[src/rtl/axi_rd_arbiter_if.sv]
// AXI4 read-address / read-data channel bundle.
// The same bundle describes a cache-side requester link and the shared
// master link toward the AXI bridge. The "master" modport issues
// AR and consumes R; the "slave" modport accepts AR and returns R.
interface axi_rd_arbiter_if;
  logic [3:0]  arid;
  logic [31:0] araddr;
  logic [7:0]  arlen;
  logic [2:0]  arsize;
  logic [1:0]  arburst;
  logic        arvalid;
  logic        arready;
  logic [3:0]  rid;
  logic [31:0] rdata;
  logic        rlast;
  logic        rvalid;
  logic        rready;

  modport master (
    output arid, araddr, arlen, arsize, arburst, arvalid, rready,
    input  arready, rid, rdata, rlast, rvalid
  );

  modport slave (
    input  arid, araddr, arlen, arsize, arburst, arvalid, rready,
    output arready, rid, rdata, rlast, rvalid
  );
endinterface

[src/rtl/axi_rd_arbiter.sv]
// Read-channel arbiter: shares one AXI4 AR/R channel pair between the
// instruction cache (i_req) and the data cache (d_req). One requester is
// granted at a time; the grant is held from the idle-cycle decision until
// the beat carrying RLAST. Contention is resolved round-robin.
module axi_rd_arbiter #(
  parameter logic [3:0] ID_INST = 4'd0,
  parameter logic [3:0] ID_DATA = 4'd1,
  parameter logic [2:0] AR_SIZE = 3'b010
) (
  input  logic             clk,
  input  logic             rst,
  axi_rd_arbiter_if.slave  i_req,
  axi_rd_arbiter_if.slave  d_req,
  axi_rd_arbiter_if.master m_axi,
  output logic             rd_err
);

  typedef enum logic [1:0] {
    ST_IDLE = 2'd0,
    ST_ADDR = 2'd1,
    ST_DATA = 2'd2
  } state_e;

  localparam logic GNT_INST = 1'b0;
  localparam logic GNT_DATA = 1'b1;

  state_e     state_q, state_d;
  logic       grant_q, grant_d;
  logic       last_grant_q, last_grant_d;
  logic [7:0] cnt_q, cnt_d;
  logic       rd_err_q, rd_err_d;

  logic [3:0] gnt_id_s;
  logic       gnt_rready_s;
  logic [7:0] gnt_arlen_s;
  logic       ar_hs_s;
  logic       r_beat_s;
  logic       beat_err_s;

  // A beat is malformed when RLAST disagrees with the remaining-beat
  // counter or when it carries the other requester's ID.
  function automatic logic beat_error(input logic       last,
                                      input logic [7:0] cnt,
                                      input logic [3:0] id,
                                      input logic [3:0] exp_id);
    beat_error = (last && (cnt != 8'd0)) ||
                 (!last && (cnt == 8'd0)) ||
                 (id != exp_id);
  endfunction

  // Views of the currently granted requester and the two handshakes.
  always_comb begin
    if (grant_q == GNT_DATA) begin
      gnt_id_s     = ID_DATA;
      gnt_rready_s = d_req.rready;
      gnt_arlen_s  = d_req.arlen;
    end else begin
      gnt_id_s     = ID_INST;
      gnt_rready_s = i_req.rready;
      gnt_arlen_s  = i_req.arlen;
    end
    ar_hs_s  = (state_q == ST_ADDR) && m_axi.arready;
    r_beat_s = (state_q == ST_DATA) && m_axi.rvalid && gnt_rready_s;
  end

  // FSM state register.
  always_ff @(posedge clk or negedge rst) begin
    if (!rst) begin
      state_q <= ST_IDLE;
    end else begin
      state_q <= state_d;
    end
  end

  // FSM next state: arbitrate in IDLE, hold ADDR until accepted,
  // hold DATA until the RLAST beat is taken.
  always_comb begin
    state_d = state_q;
    case (state_q)
      ST_IDLE: begin
        if (i_req.arvalid || d_req.arvalid) begin
          state_d = ST_ADDR;
        end else begin
          state_d = ST_IDLE;
        end
      end
      ST_ADDR: begin
        if (ar_hs_s) begin
          state_d = ST_DATA;
        end else begin
          state_d = ST_ADDR;
        end
      end
      ST_DATA: begin
        if (r_beat_s && m_axi.rlast) begin
          state_d = ST_IDLE;
        end else begin
          state_d = ST_DATA;
        end
      end
      default: begin
        state_d = ST_IDLE;
      end
    endcase
  end

  // Grant, round-robin history, beat counter and sticky error registers.
  always_ff @(posedge clk or negedge rst) begin
    if (!rst) begin
      grant_q      <= GNT_INST;
      last_grant_q <= GNT_DATA;
      cnt_q        <= 8'd0;
      rd_err_q     <= 1'b0;
    end else begin
      grant_q      <= grant_d;
      last_grant_q <= last_grant_d;
      cnt_q        <= cnt_d;
      rd_err_q     <= rd_err_d;
    end
  end

  // Grant selection: a lone requester wins; under contention the port
  // that did not win the previous address phase goes first.
  always_comb begin
    grant_d = grant_q;
    if (state_q == ST_IDLE) begin
      if (i_req.arvalid && d_req.arvalid) begin
        grant_d = ~last_grant_q;
      end else if (d_req.arvalid) begin
        grant_d = GNT_DATA;
      end else if (i_req.arvalid) begin
        grant_d = GNT_INST;
      end else begin
        grant_d = grant_q;
      end
    end else begin
      grant_d = grant_q;
    end

    last_grant_d = last_grant_q;
    if (ar_hs_s) begin
      last_grant_d = grant_q;
    end else begin
      last_grant_d = last_grant_q;
    end
  end

  // Beat counter loads ARLEN on acceptance and counts accepted beats down;
  // malformed beats latch the error flag until reset.
  always_comb begin
    cnt_d      = cnt_q;
    beat_err_s = 1'b0;
    if (ar_hs_s) begin
      cnt_d = gnt_arlen_s;
    end else if (r_beat_s) begin
      beat_err_s = beat_error(m_axi.rlast, cnt_q, m_axi.rid, gnt_id_s);
      if (cnt_q != 8'd0) begin
        cnt_d = cnt_q - 8'd1;
      end else begin
        cnt_d = cnt_q;
      end
    end else begin
      cnt_d = cnt_q;
    end
    rd_err_d = rd_err_q | beat_err_s;
  end

  // Output routing: master AR carries the granted port's request, R
  // handshakes reach only the granted port; data/last/id are broadcast.
  always_comb begin
    m_axi.arvalid = (state_q == ST_ADDR);
    m_axi.arid    = gnt_id_s;
    m_axi.arlen   = gnt_arlen_s;
    m_axi.arsize  = AR_SIZE;
    m_axi.arburst = 2'b01;
    if (grant_q == GNT_DATA) begin
      m_axi.araddr = d_req.araddr;
    end else begin
      m_axi.araddr = i_req.araddr;
    end
    m_axi.rready = (state_q == ST_DATA) && gnt_rready_s;

    i_req.arready = (state_q == ST_ADDR) && (grant_q == GNT_INST) && m_axi.arready;
    d_req.arready = (state_q == ST_ADDR) && (grant_q == GNT_DATA) && m_axi.arready;
    i_req.rvalid  = (state_q == ST_DATA) && (grant_q == GNT_INST) && m_axi.rvalid;
    d_req.rvalid  = (state_q == ST_DATA) && (grant_q == GNT_DATA) && m_axi.rvalid;

    i_req.rdata = m_axi.rdata;
    i_req.rlast = m_axi.rlast;
    i_req.rid   = m_axi.rid;
    d_req.rdata = m_axi.rdata;
    d_req.rlast = m_axi.rlast;
    d_req.rid   = m_axi.rid;
  end

  assign rd_err = rd_err_q;

endmodule
[src/flat_wrapper.sv]
// flat-port wrapper written by rule: the top's interface ports become plain ports
module axi_rd_arbiter_flat 
#(
  parameter logic [3:0] ID_INST = 4'd0,
  parameter logic [3:0] ID_DATA = 4'd1,
  parameter logic [2:0] AR_SIZE = 3'b010
)
  (clk, rst, rd_err, i_req_arid, i_req_araddr, i_req_arlen, i_req_arsize, i_req_arburst, i_req_arvalid, i_req_rready, i_req_arready, i_req_rid, i_req_rdata, i_req_rlast, i_req_rvalid, d_req_arid, d_req_araddr, d_req_arlen, d_req_arsize, d_req_arburst, d_req_arvalid, d_req_rready, d_req_arready, d_req_rid, d_req_rdata, d_req_rlast, d_req_rvalid, m_axi_arid, m_axi_araddr, m_axi_arlen, m_axi_arsize, m_axi_arburst, m_axi_arvalid, m_axi_rready, m_axi_arready, m_axi_rid, m_axi_rdata, m_axi_rlast, m_axi_rvalid);
  axi_rd_arbiter_if i_req_i ();
  axi_rd_arbiter_if d_req_i ();
  axi_rd_arbiter_if m_axi_i ();
  input  logic clk;
  input  logic rst;
  output logic rd_err;
  input wire logic [$bits(i_req_i.arid)-1:0] i_req_arid;
  input wire logic [$bits(i_req_i.araddr)-1:0] i_req_araddr;
  input wire logic [$bits(i_req_i.arlen)-1:0] i_req_arlen;
  input wire logic [$bits(i_req_i.arsize)-1:0] i_req_arsize;
  input wire logic [$bits(i_req_i.arburst)-1:0] i_req_arburst;
  input wire logic [$bits(i_req_i.arvalid)-1:0] i_req_arvalid;
  input wire logic [$bits(i_req_i.rready)-1:0] i_req_rready;
  output wire logic [$bits(i_req_i.arready)-1:0] i_req_arready;
  output wire logic [$bits(i_req_i.rid)-1:0] i_req_rid;
  output wire logic [$bits(i_req_i.rdata)-1:0] i_req_rdata;
  output wire logic [$bits(i_req_i.rlast)-1:0] i_req_rlast;
  output wire logic [$bits(i_req_i.rvalid)-1:0] i_req_rvalid;
  input wire logic [$bits(d_req_i.arid)-1:0] d_req_arid;
  input wire logic [$bits(d_req_i.araddr)-1:0] d_req_araddr;
  input wire logic [$bits(d_req_i.arlen)-1:0] d_req_arlen;
  input wire logic [$bits(d_req_i.arsize)-1:0] d_req_arsize;
  input wire logic [$bits(d_req_i.arburst)-1:0] d_req_arburst;
  input wire logic [$bits(d_req_i.arvalid)-1:0] d_req_arvalid;
  input wire logic [$bits(d_req_i.rready)-1:0] d_req_rready;
  output wire logic [$bits(d_req_i.arready)-1:0] d_req_arready;
  output wire logic [$bits(d_req_i.rid)-1:0] d_req_rid;
  output wire logic [$bits(d_req_i.rdata)-1:0] d_req_rdata;
  output wire logic [$bits(d_req_i.rlast)-1:0] d_req_rlast;
  output wire logic [$bits(d_req_i.rvalid)-1:0] d_req_rvalid;
  output wire logic [$bits(m_axi_i.arid)-1:0] m_axi_arid;
  output wire logic [$bits(m_axi_i.araddr)-1:0] m_axi_araddr;
  output wire logic [$bits(m_axi_i.arlen)-1:0] m_axi_arlen;
  output wire logic [$bits(m_axi_i.arsize)-1:0] m_axi_arsize;
  output wire logic [$bits(m_axi_i.arburst)-1:0] m_axi_arburst;
  output wire logic [$bits(m_axi_i.arvalid)-1:0] m_axi_arvalid;
  output wire logic [$bits(m_axi_i.rready)-1:0] m_axi_rready;
  input wire logic [$bits(m_axi_i.arready)-1:0] m_axi_arready;
  input wire logic [$bits(m_axi_i.rid)-1:0] m_axi_rid;
  input wire logic [$bits(m_axi_i.rdata)-1:0] m_axi_rdata;
  input wire logic [$bits(m_axi_i.rlast)-1:0] m_axi_rlast;
  input wire logic [$bits(m_axi_i.rvalid)-1:0] m_axi_rvalid;
  assign i_req_i.arid = i_req_arid;
  assign i_req_i.araddr = i_req_araddr;
  assign i_req_i.arlen = i_req_arlen;
  assign i_req_i.arsize = i_req_arsize;
  assign i_req_i.arburst = i_req_arburst;
  assign i_req_i.arvalid = i_req_arvalid;
  assign i_req_i.rready = i_req_rready;
  assign i_req_arready = i_req_i.arready;
  assign i_req_rid = i_req_i.rid;
  assign i_req_rdata = i_req_i.rdata;
  assign i_req_rlast = i_req_i.rlast;
  assign i_req_rvalid = i_req_i.rvalid;
  assign d_req_i.arid = d_req_arid;
  assign d_req_i.araddr = d_req_araddr;
  assign d_req_i.arlen = d_req_arlen;
  assign d_req_i.arsize = d_req_arsize;
  assign d_req_i.arburst = d_req_arburst;
  assign d_req_i.arvalid = d_req_arvalid;
  assign d_req_i.rready = d_req_rready;
  assign d_req_arready = d_req_i.arready;
  assign d_req_rid = d_req_i.rid;
  assign d_req_rdata = d_req_i.rdata;
  assign d_req_rlast = d_req_i.rlast;
  assign d_req_rvalid = d_req_i.rvalid;
  assign m_axi_arid = m_axi_i.arid;
  assign m_axi_araddr = m_axi_i.araddr;
  assign m_axi_arlen = m_axi_i.arlen;
  assign m_axi_arsize = m_axi_i.arsize;
  assign m_axi_arburst = m_axi_i.arburst;
  assign m_axi_arvalid = m_axi_i.arvalid;
  assign m_axi_rready = m_axi_i.rready;
  assign m_axi_i.arready = m_axi_arready;
  assign m_axi_i.rid = m_axi_rid;
  assign m_axi_i.rdata = m_axi_rdata;
  assign m_axi_i.rlast = m_axi_rlast;
  assign m_axi_i.rvalid = m_axi_rvalid;
  axi_rd_arbiter #(.ID_INST(ID_INST), .ID_DATA(ID_DATA), .AR_SIZE(AR_SIZE)) u_core (.clk(clk), .rst(rst), .i_req(i_req_i), .d_req(d_req_i), .m_axi(m_axi_i), .rd_err(rd_err));
endmodule
[config.mk]
export PLATFORM = sky130hd
export DESIGN_NAME = axi_rd_arbiter_flat
export DESIGN_NICKNAME = d
export VERILOG_FILES = /design/src/rtl/axi_rd_arbiter_if.sv /design/src/rtl/axi_rd_arbiter.sv /design/src/flat_wrapper.sv
export SDC_FILE = /design/constraint.sdc
export NUM_CORES = 1
export LEC_CHECK = 0
export CAP_MARGIN = 20
export CORE_AREA = 2 2 106 108
export DETAILED_ROUTE_END_ITERATION = 8
export DIE_AREA = 0 0 108 110
export GPL_ROUTABILITY_DRIVEN = 1
export PLACE_DENSITY = 0.68
export REMOVE_ABC_BUFFERS = 1
export SLEW_MARGIN = 0
export SYNTH_ARGS = -nofsm -noshare
export SYNTH_HDL_FRONTEND = slang
export SYNTH_SLANG_ARGS = --single-unit
[constraint.sdc]
create_clock -name clk -period 3.32 [get_ports clk]
set_input_delay 0.664 -clock clk [delete_from_list [all_inputs] [get_ports clk]]
set_output_delay 0.664 -clock clk [all_outputs]
set_load 0.01 [all_outputs]
==> results.md, run 1 <==
* Number of CTS-inserted buffers at 3
* Largest net degree at the start of global routing at 40
* Synth top area cells: buf_4, mux2_2, dfrtp_1
* Die height at 110 um
* Post-layout instance area at 3030 sq um
* Sequential fraction of design power at 19.8%
* Die area at 11880 sq um
* PostCTS Resize Cnt at 0
* Post-Synthesis Cells at 218
* N_diodes at 0
* Crit path top cell by count: clkdlybuf4s50_1
* Initial Utilization at 17.89%
* Placer Congestion at 0.8319
* Final TNS setup at 0 ns
* Comb pwr share at 72.0%
* Number of global-route vias before repair at 1947
* RSZ-0062 raised after global routing: no
* Synth area leader: buf_4
* Gr ovfl total at 0
* Post-Route WL at 11570 um
* Int Pwr at 0.001060 W
* Clock sinks at 13
* CP endpoint: d_req_rvalid
* Post-CTS setup buffers at 0
* Reg2Reg Setup Slack at 1.49 ns
* Post-synth EDFFs at 0
* Wire length per cell at 26.90 um
* Worst-Margin Slew at 0.5961 ns
* Worst r2r src: u_core.cnt_q[0]$_DFFE_PN0P_
* # nets final at 436
* Slew HR at 60.14%
* Max FO, Critical Path at 4
* Type of destination of the critical path: output pin
* Final min period at 2.729 ns
* WP buf/inv at 2
* Reg2reg path depth at 6
* Worst reg2reg path endpoint: u_core.cnt_q[5]$_DFFE_PN0P_
* Startpoint Class: input port
* Io pins at 273
* Max Root-Sink Buffers at 2
* CP Data Required Time at 2.66 ns
* Setup CP Type: in2out
* Post-synthesis sequential area ratio at 17.06%
* Share of cells above drive strength 1 at 18.28%
* Via density at 4.377
* Fmax at 366.4 MHz
* Clock Root Buffer: clkbuf_8
* 1st-iter DRT viols at 79
* Distinct cells, synth at 43
* Final setup viols at 0
* CTS tree: yes
* Leakage at 1.117 nW
* NetSw at 0.0006689 W
* Hold Buf Count CTS at 0
* Chip width at 108 um
* Final Skew at 0.001692 ns
* Most common cell in the netlist: buf_4
* Port bufs at 150
* Synth cell count leaders: buf_4, mux2_2, dfrtp_1
* Worst hold path cell count at 1
* Dpl hpwl at 10220 um
* Area growth from synthesis to layout at 58.30%
* Crit path max-delay cell type: clkdlybuf4s50_1
* Via count at 1882
* Final hold vios at 0
* First-pass GRT wire length at 14430 um
* Worst path max stage delay at 0.53 ns
* Final Cycle Share at 82.21%
* Synth warnings at 0
* Synth Cell Area at 1914 sq um
* Total GRT Usage at 18.07%
* Mean Syn Cell Area at 8.781 sq um
* Logic depth of the worst setup path including buffers at 4
* Antenna viol nets, final at 0
* Outcome: completed
* Pwr dens at 570.6 nW/um^2
* Clk pwr share at 8.2%
* Switching Share at 38.69%
* HP Class: reg2reg
* Critical path arrival at 2.07 ns
* CORE AREA at 10700 sq um
* Placed inst area at 2985 sq um
* Max-cap viol count at 0
* Clock Latency Late Sink at 0.24 ns
* Final slew viol count at 0
* # fillers at 1126
* Top FF cell, synth: dfrtp_1
* Crit-path leading delay family: buffers and inverters
* Peak supply drop at 305.8 uV
* Critical path cell sequence: clkdlybuf4s50_1, and3b_1, and2_1, clkdlybuf4s50_1
* Antenna violations before repair at 0
* Post-synthesis register bit count at 13
* Hold_ws at 0.4755 ns
* H-tree depth at 1
* DR DRC count at 0
* Cell Rows at 38
* Drt first pass iters at 4
* Synth top area share at 32.55%
* Async set-or-reset flop fraction in the synthesized netlist at 100.0%
* CP startpoint: m_axi_rvalid
* Clock slew at reported path FFs at 0.05 ns
[cells by family after synthesis]
logic type | after synthesis | share of synthesized area (%)
adder cells (fa/ha/maj) | 2 | 1.307
other | 2 | 0.3923
XOR/XNOR | 2 | 0.9152
multiplexers | 42 | 24.64
AO/OA/AOI/OAI | 20 | 7.843
AND/OR/NAND/NOR | 45 | 13.14
flip-flops | 13 | 17.06
buffers and inverters | 92 | 34.71
[power groups by stage]
| stage | clock [W] | sequential (W) | combinational, W |
|---|---|---|---|
| final | 0.000142 | 0.000342 | 0.00125 |
| after global routing | 0.000156 | 0.000358 | 0.00133 |
| after CTS | 0.000146 | 0.000344 | 0.00127 |
| after detailed placement | 0 | 0.000347 | 0.00126 |
| after global placement | 0 | 0.000337 | 0.00125 |
| after floorplan | 0 | 0.000370 | 0.000551 |
[layout by cell type, fill, tap and decap left out, types with 2 or more instances in the layout]
cell type,count
a31oi_1,4
clkdlybuf4s50_1,150
inv_1,2
nor2_1,10
o21ai_0,3
o31ai_1,2
or2_2,2
or4_1,3
o211ai_1,3
ha_1,2
and2_1,2
clkbuf_8,3
nand3_1,6
nor4_1,2
mux2_2,41
nand2_1,7
or3_1,2
conb_1,8
xnor2_1,2
dfrtp_1,11
[per-stage QoR]
stage / util, % / total power, W / cells / setup WS (ns)
global placement: 27.91 / 0.001591 / 426 / 0.5931
global route: 28.33 / 0.001842 / 430 / 0.5413
floorplan: - / 0.0009211 / 134 / 0.8067
CTS: 28.33 / 0.001757 / 430 / 0.5717
detailed placement: 27.91 / 0.001602 / 426 / 0.5785
finish: 28.33 / 0.001729 / 430 / 0.5906
[registers in the layout, indices dropped and copies added, names as in the netlist]
| signal | flops |
|---|---|
| u_core.grant_q | 1 |
| u_core.last_grant_q | 1 |
| u_core.rd_err | 1 |
| u_core.state_q | 2 |
| u_core.cnt_q | 8 |
[worst min-delay path by stage]
stage	end	startpoint	slack, ns
after floorplan	u_core.cnt_q[0]$_DFFE_PN0P_	rst	0.37
after global placement	u_core.rd_err$_DFF_PN0_	u_core.rd_err$_DFF_PN0_	0.46
after detailed placement	u_core.rd_err$_DFF_PN0_	u_core.rd_err$_DFF_PN0_	0.47
after CTS	u_core.rd_err$_DFF_PN0_	u_core.rd_err$_DFF_PN0_	0.48
after global routing	u_core.rd_err$_DFF_PN0_	u_core.rd_err$_DFF_PN0_	0.51
final	u_core.rd_err$_DFF_PN0_	u_core.rd_err$_DFF_PN0_	0.48
[worst reg2reg max path, cell delays in order, from the launching register on]
cell and delay (ns):
dfrtp_1 0.40, inv_1 0.09, ha_1 0.14, or3b_2 0.51
o211ai_2 0.33, o31ai_1 0.13, a31oi_1 0.17
[per-layer routing]
metal,track usage [%],wire (um),vias up
li1,-,-,816
met1,15.32,3437,832
met2,29.65,5244,214
met3,16.11,2331,18
met4,7.326,500,2
met5,4.911,52,-
[cell type report]
class / instances / area, sq um / area share, %
repair buffers: 152 / 1529 / 50.45
multi-input cells: 119 / 945.9 / 31.21
flip-flops and latches: 13 / 327.8 / 10.82
inverters: 2 / 7.507 / 0.2477
clock buffers: 4 / 45.04 / 1.486
well taps: 140 / 175.2 / 5.780
(Power assumes the default switching activity.)
==> inputs of run 2 (changes only) <==
--- a/config.mk
+++ b/config.mk
@@ -6,11 +6,11 @@
 export NUM_CORES = 1
 export LEC_CHECK = 0
 export CAP_MARGIN = 20
-export CORE_AREA = 2 2 106 108
+export CORE_ASPECT_RATIO = 0.5
+export CORE_UTILIZATION = 22
 export DETAILED_ROUTE_END_ITERATION = 8
-export DIE_AREA = 0 0 108 110
 export GPL_ROUTABILITY_DRIVEN = 1
-export PLACE_DENSITY = 0.68
+export PLACE_DENSITY = 0.83
 export REMOVE_ABC_BUFFERS = 1
 export SLEW_MARGIN = 0
 export SYNTH_ARGS = -nofsm -noshare
==> constraint.sdc (replaced) <==
create_clock -name clk -period 2.3 [get_ports clk]
set_input_delay 0.46 -clock clk [delete_from_list [all_inputs] [get_ports clk]]
set_output_delay 0.46 -clock clk [all_outputs]
set_load 0.01 [all_outputs]
==> run 2 against run 1 <==
  * Power increased by 50%
  * Sequential share of layout area about the same
  * Sequential cell count unchanged
  * Clock power increased by 130%
  * Core utilization increased by 8.8 points
  * Global-route usage increased by 1.9 points
  * Clock skew about the same
  * Critical path depth unchanged
  * Clock-buffer cell count unchanged
  * Worst hold slack got worse by 0.0048 ns
  * Largest power group unchanged
==> results.md, run 2 (same netlist as run 1, synthesis figures left out) <==
* Cell Rows at 23 (-39%)
* Post-layout instance area at 3044 sq um (+0.45%)
* N_diodes at 0 (unchanged)
* Worst path max stage delay at 0.54 ns (about the same)
* Placer Congestion at 0.9581 (+15%)
* Initial Utilization at 23.34% (+5.4 points)
* Die height at 67.96 um (-38%)
* Final hold vios at 0 (unchanged)
* Worst-Margin Slew at 0.5897 ns (-0.006405 ns)
* CORE AREA at 8202 sq um (-23%)
* Drt first pass iters at 4 (unchanged)
* CP Data Required Time at 1.84 ns (-0.82 ns)
* H-tree depth at 1 (unchanged)
* Worst r2r src: u_core.cnt_q[0]$_DFFE_PN0P_
* Total GRT Usage at 19.98% (+1.9 points)
* Setup CP Type: in2out
* Gr ovfl total at 0 (unchanged)
* Startpoint Class: input port
* Final setup viols at 0 (unchanged)
* Pwr dens at 849.4 nW/um^2 (+49%)
* Crit-path leading delay family: buffers and inverters
* Final slew viol count at 0 (unchanged)
* RSZ-0062 raised after global routing: no
* Final Cycle Share at 97.13%
* Final min period at 2.234 ns
* Crit path max-delay cell type: clkdlybuf4s50_1
* Post-CTS setup buffers at 0 (unchanged)
* 1st-iter DRT viols at 124 (+57%)
* CTS tree: yes
* Final Skew at 0.002060 ns (+0.0003679 ns)
* Biggest register: u_core.cnt_q
* Post-Layout Cell Count at 404 (-6.0%)
* Critical path cell sequence: clkdlybuf4s50_1, and3b_1, and2_1, clkdlybuf4s50_1
* Max FO, Critical Path at 2 (-2)
* Fmax at 447.6 MHz
* Pre-CTS WS at 0.08747 ns (-0.4910 ns)
* Port bufs at 150 (unchanged)
* Placed inst area at 2965 sq um (-0.67%)
* Hold Path Origin: u_core.rd_err$_DFF_PN0_
* Slew HR at 60.56% (+0.43 points)
* Via density at 4.500 (+2.8%)
* DR DRC count at 0 (unchanged)
* WP buf/inv at 2 (unchanged)
* Max Root-Sink Buffers at 2 (unchanged)
* Commonest non-fill, non-tap cell in the layout: clkdlybuf4s50_1
* Crit path top cell by count: clkdlybuf4s50_1
* Leakage at 1.143 nW (+2.3%)
* CP startpoint: m_axi_rvalid
* Hold Buf Count CTS at 0 (unchanged)
* Final worst slack at 0.06610 ns (-0.5245 ns)
* Number of global-route vias before repair at 1674 (-14%)
* Share of cells above drive strength 1 at 18.84% (+0.56 points)
* Antenna violations before repair at 0 (unchanged)
* Dpl hpwl at 8590 um (-16%)
* Type of destination of the critical path: output pin
* Clock Root Buffer: clkbuf_16
* PostCTS Resize Cnt at 0 (unchanged)
* Commonest cells after routing, fill and taps aside: clkdlybuf4s50_1, mux2_2, dfrtp_1
* Outcome: completed
* # nets final at 438 (+0.46%)
* Wire length per cell at 24.05 um (-11%)
* Antenna viol nets, final at 0 (unchanged)
* Chip width at 133.9 um (+24%)
* Number of CTS-inserted buffers at 3 (unchanged)
* Io pins at 273 (unchanged)
* Hold_ws at 0.4707 ns (-0.004782 ns)
* Clock Latency Late Sink at 0.24 ns (about the same)
* Tot Pwr at 0.002586 W (+50%)
* Regs by FF count: u_core.cnt_q (8), u_core.state_q (2)
* Peak supply drop at 278.7 uV (-8.9%)
* Area growth from synthesis to layout at 59.02%
* Clock sinks at 13 (unchanged)
* Die area at 9101 sq um (-23%)
* Max-cap viol count at 0 (unchanged)
* Cell Count Post-Placement at 400 (-6.1%)
* Clock slew at reported path FFs at 0.04 ns (about the same)
* HP Class: reg2reg
* Max reg flops at 8 (unchanged)
* Critical path arrival at 1.77 ns (-0.30 ns)
* Post-Route WL at 9716 um (-16%)
* Via count at 1818 (-3.4%)
* First-pass GRT wire length at 12220 um (-15%)
* Largest net degree at the start of global routing at 31 (-23%)
==> run 2: cell types whose count changed in the layout (fill, tap and decap cells not counted) <==
cell | previous run | this run
buf_4 | 1 | 3
clkbuf_16 | 0 | 3
clkbuf_8 | 3 | 0
==> run 2: final timing paths <==
| kind | cells past startpoint | slack, ns | to |
|---|---|---|---|
| worst min-delay path | 1 | 0.47 | u_core.rd_err$_DFF_PN0_ |
| max in group asynchronous | 1 | 1.28 | u_core.grant_q$_DFFE_PN0P_ |
| worst max register to register | 6 | 0.48 | u_core.cnt_q[3]$_DFFE_PN0P_ |
| min in group asynchronous | 1 | 0.60 | u_core.cnt_q[7]$_DFFE_PN0P_ |
| worst max-delay path | 4 | 0.07 | d_req_rvalid |
| worst min register to register | 1 | 0.47 | u_core.rd_err$_DFF_PN0_ |
==> run 2: power by group <==
part	internal [W]	total [W]	switching [W]
sequential	0.000346	0.000452	0.000107
combinational	0.00108	0.00181	0.000729
clock	0.000234	0.000328	0.0000941
total	0.00166	0.00259	0.000929
==> run 2: per-stage QoR <==
stage	TNS [ns]	utilization (%)
after floorplan	-0.7081	-
after global placement	0	36.16
after global routing	0	37.12
after CTS	0	37.12
after detailed placement	0	36.16
final	0	37.12
==> run 2: final cells by class <==
| class | count | area (sq um) |
|---|---|---|
| Tap cell | 112 | 140.1 |
| Fill cell | 817 | 5157 |
| Clock buffer | 4 | 78.83 |
| Inverter | 2 | 7.507 |
| Sequential cell | 13 | 327.8 |
| Timing Repair Buffer | 154 | 1544 |
| Multi-Input combinational cell | 119 | 945.9 |
==> run 2: routing by layer <==
metal / global-route usage (%) / vias to the layer above / wire (um)
met1: 19.75 / 843 / 3359
met4: 4.403 / 4 / 97
li1: - / 820 / -
met2: 27.78 / 141 / 4003
met5: 17.22 / - / 196
met3: 19.93 / 10 / 2058
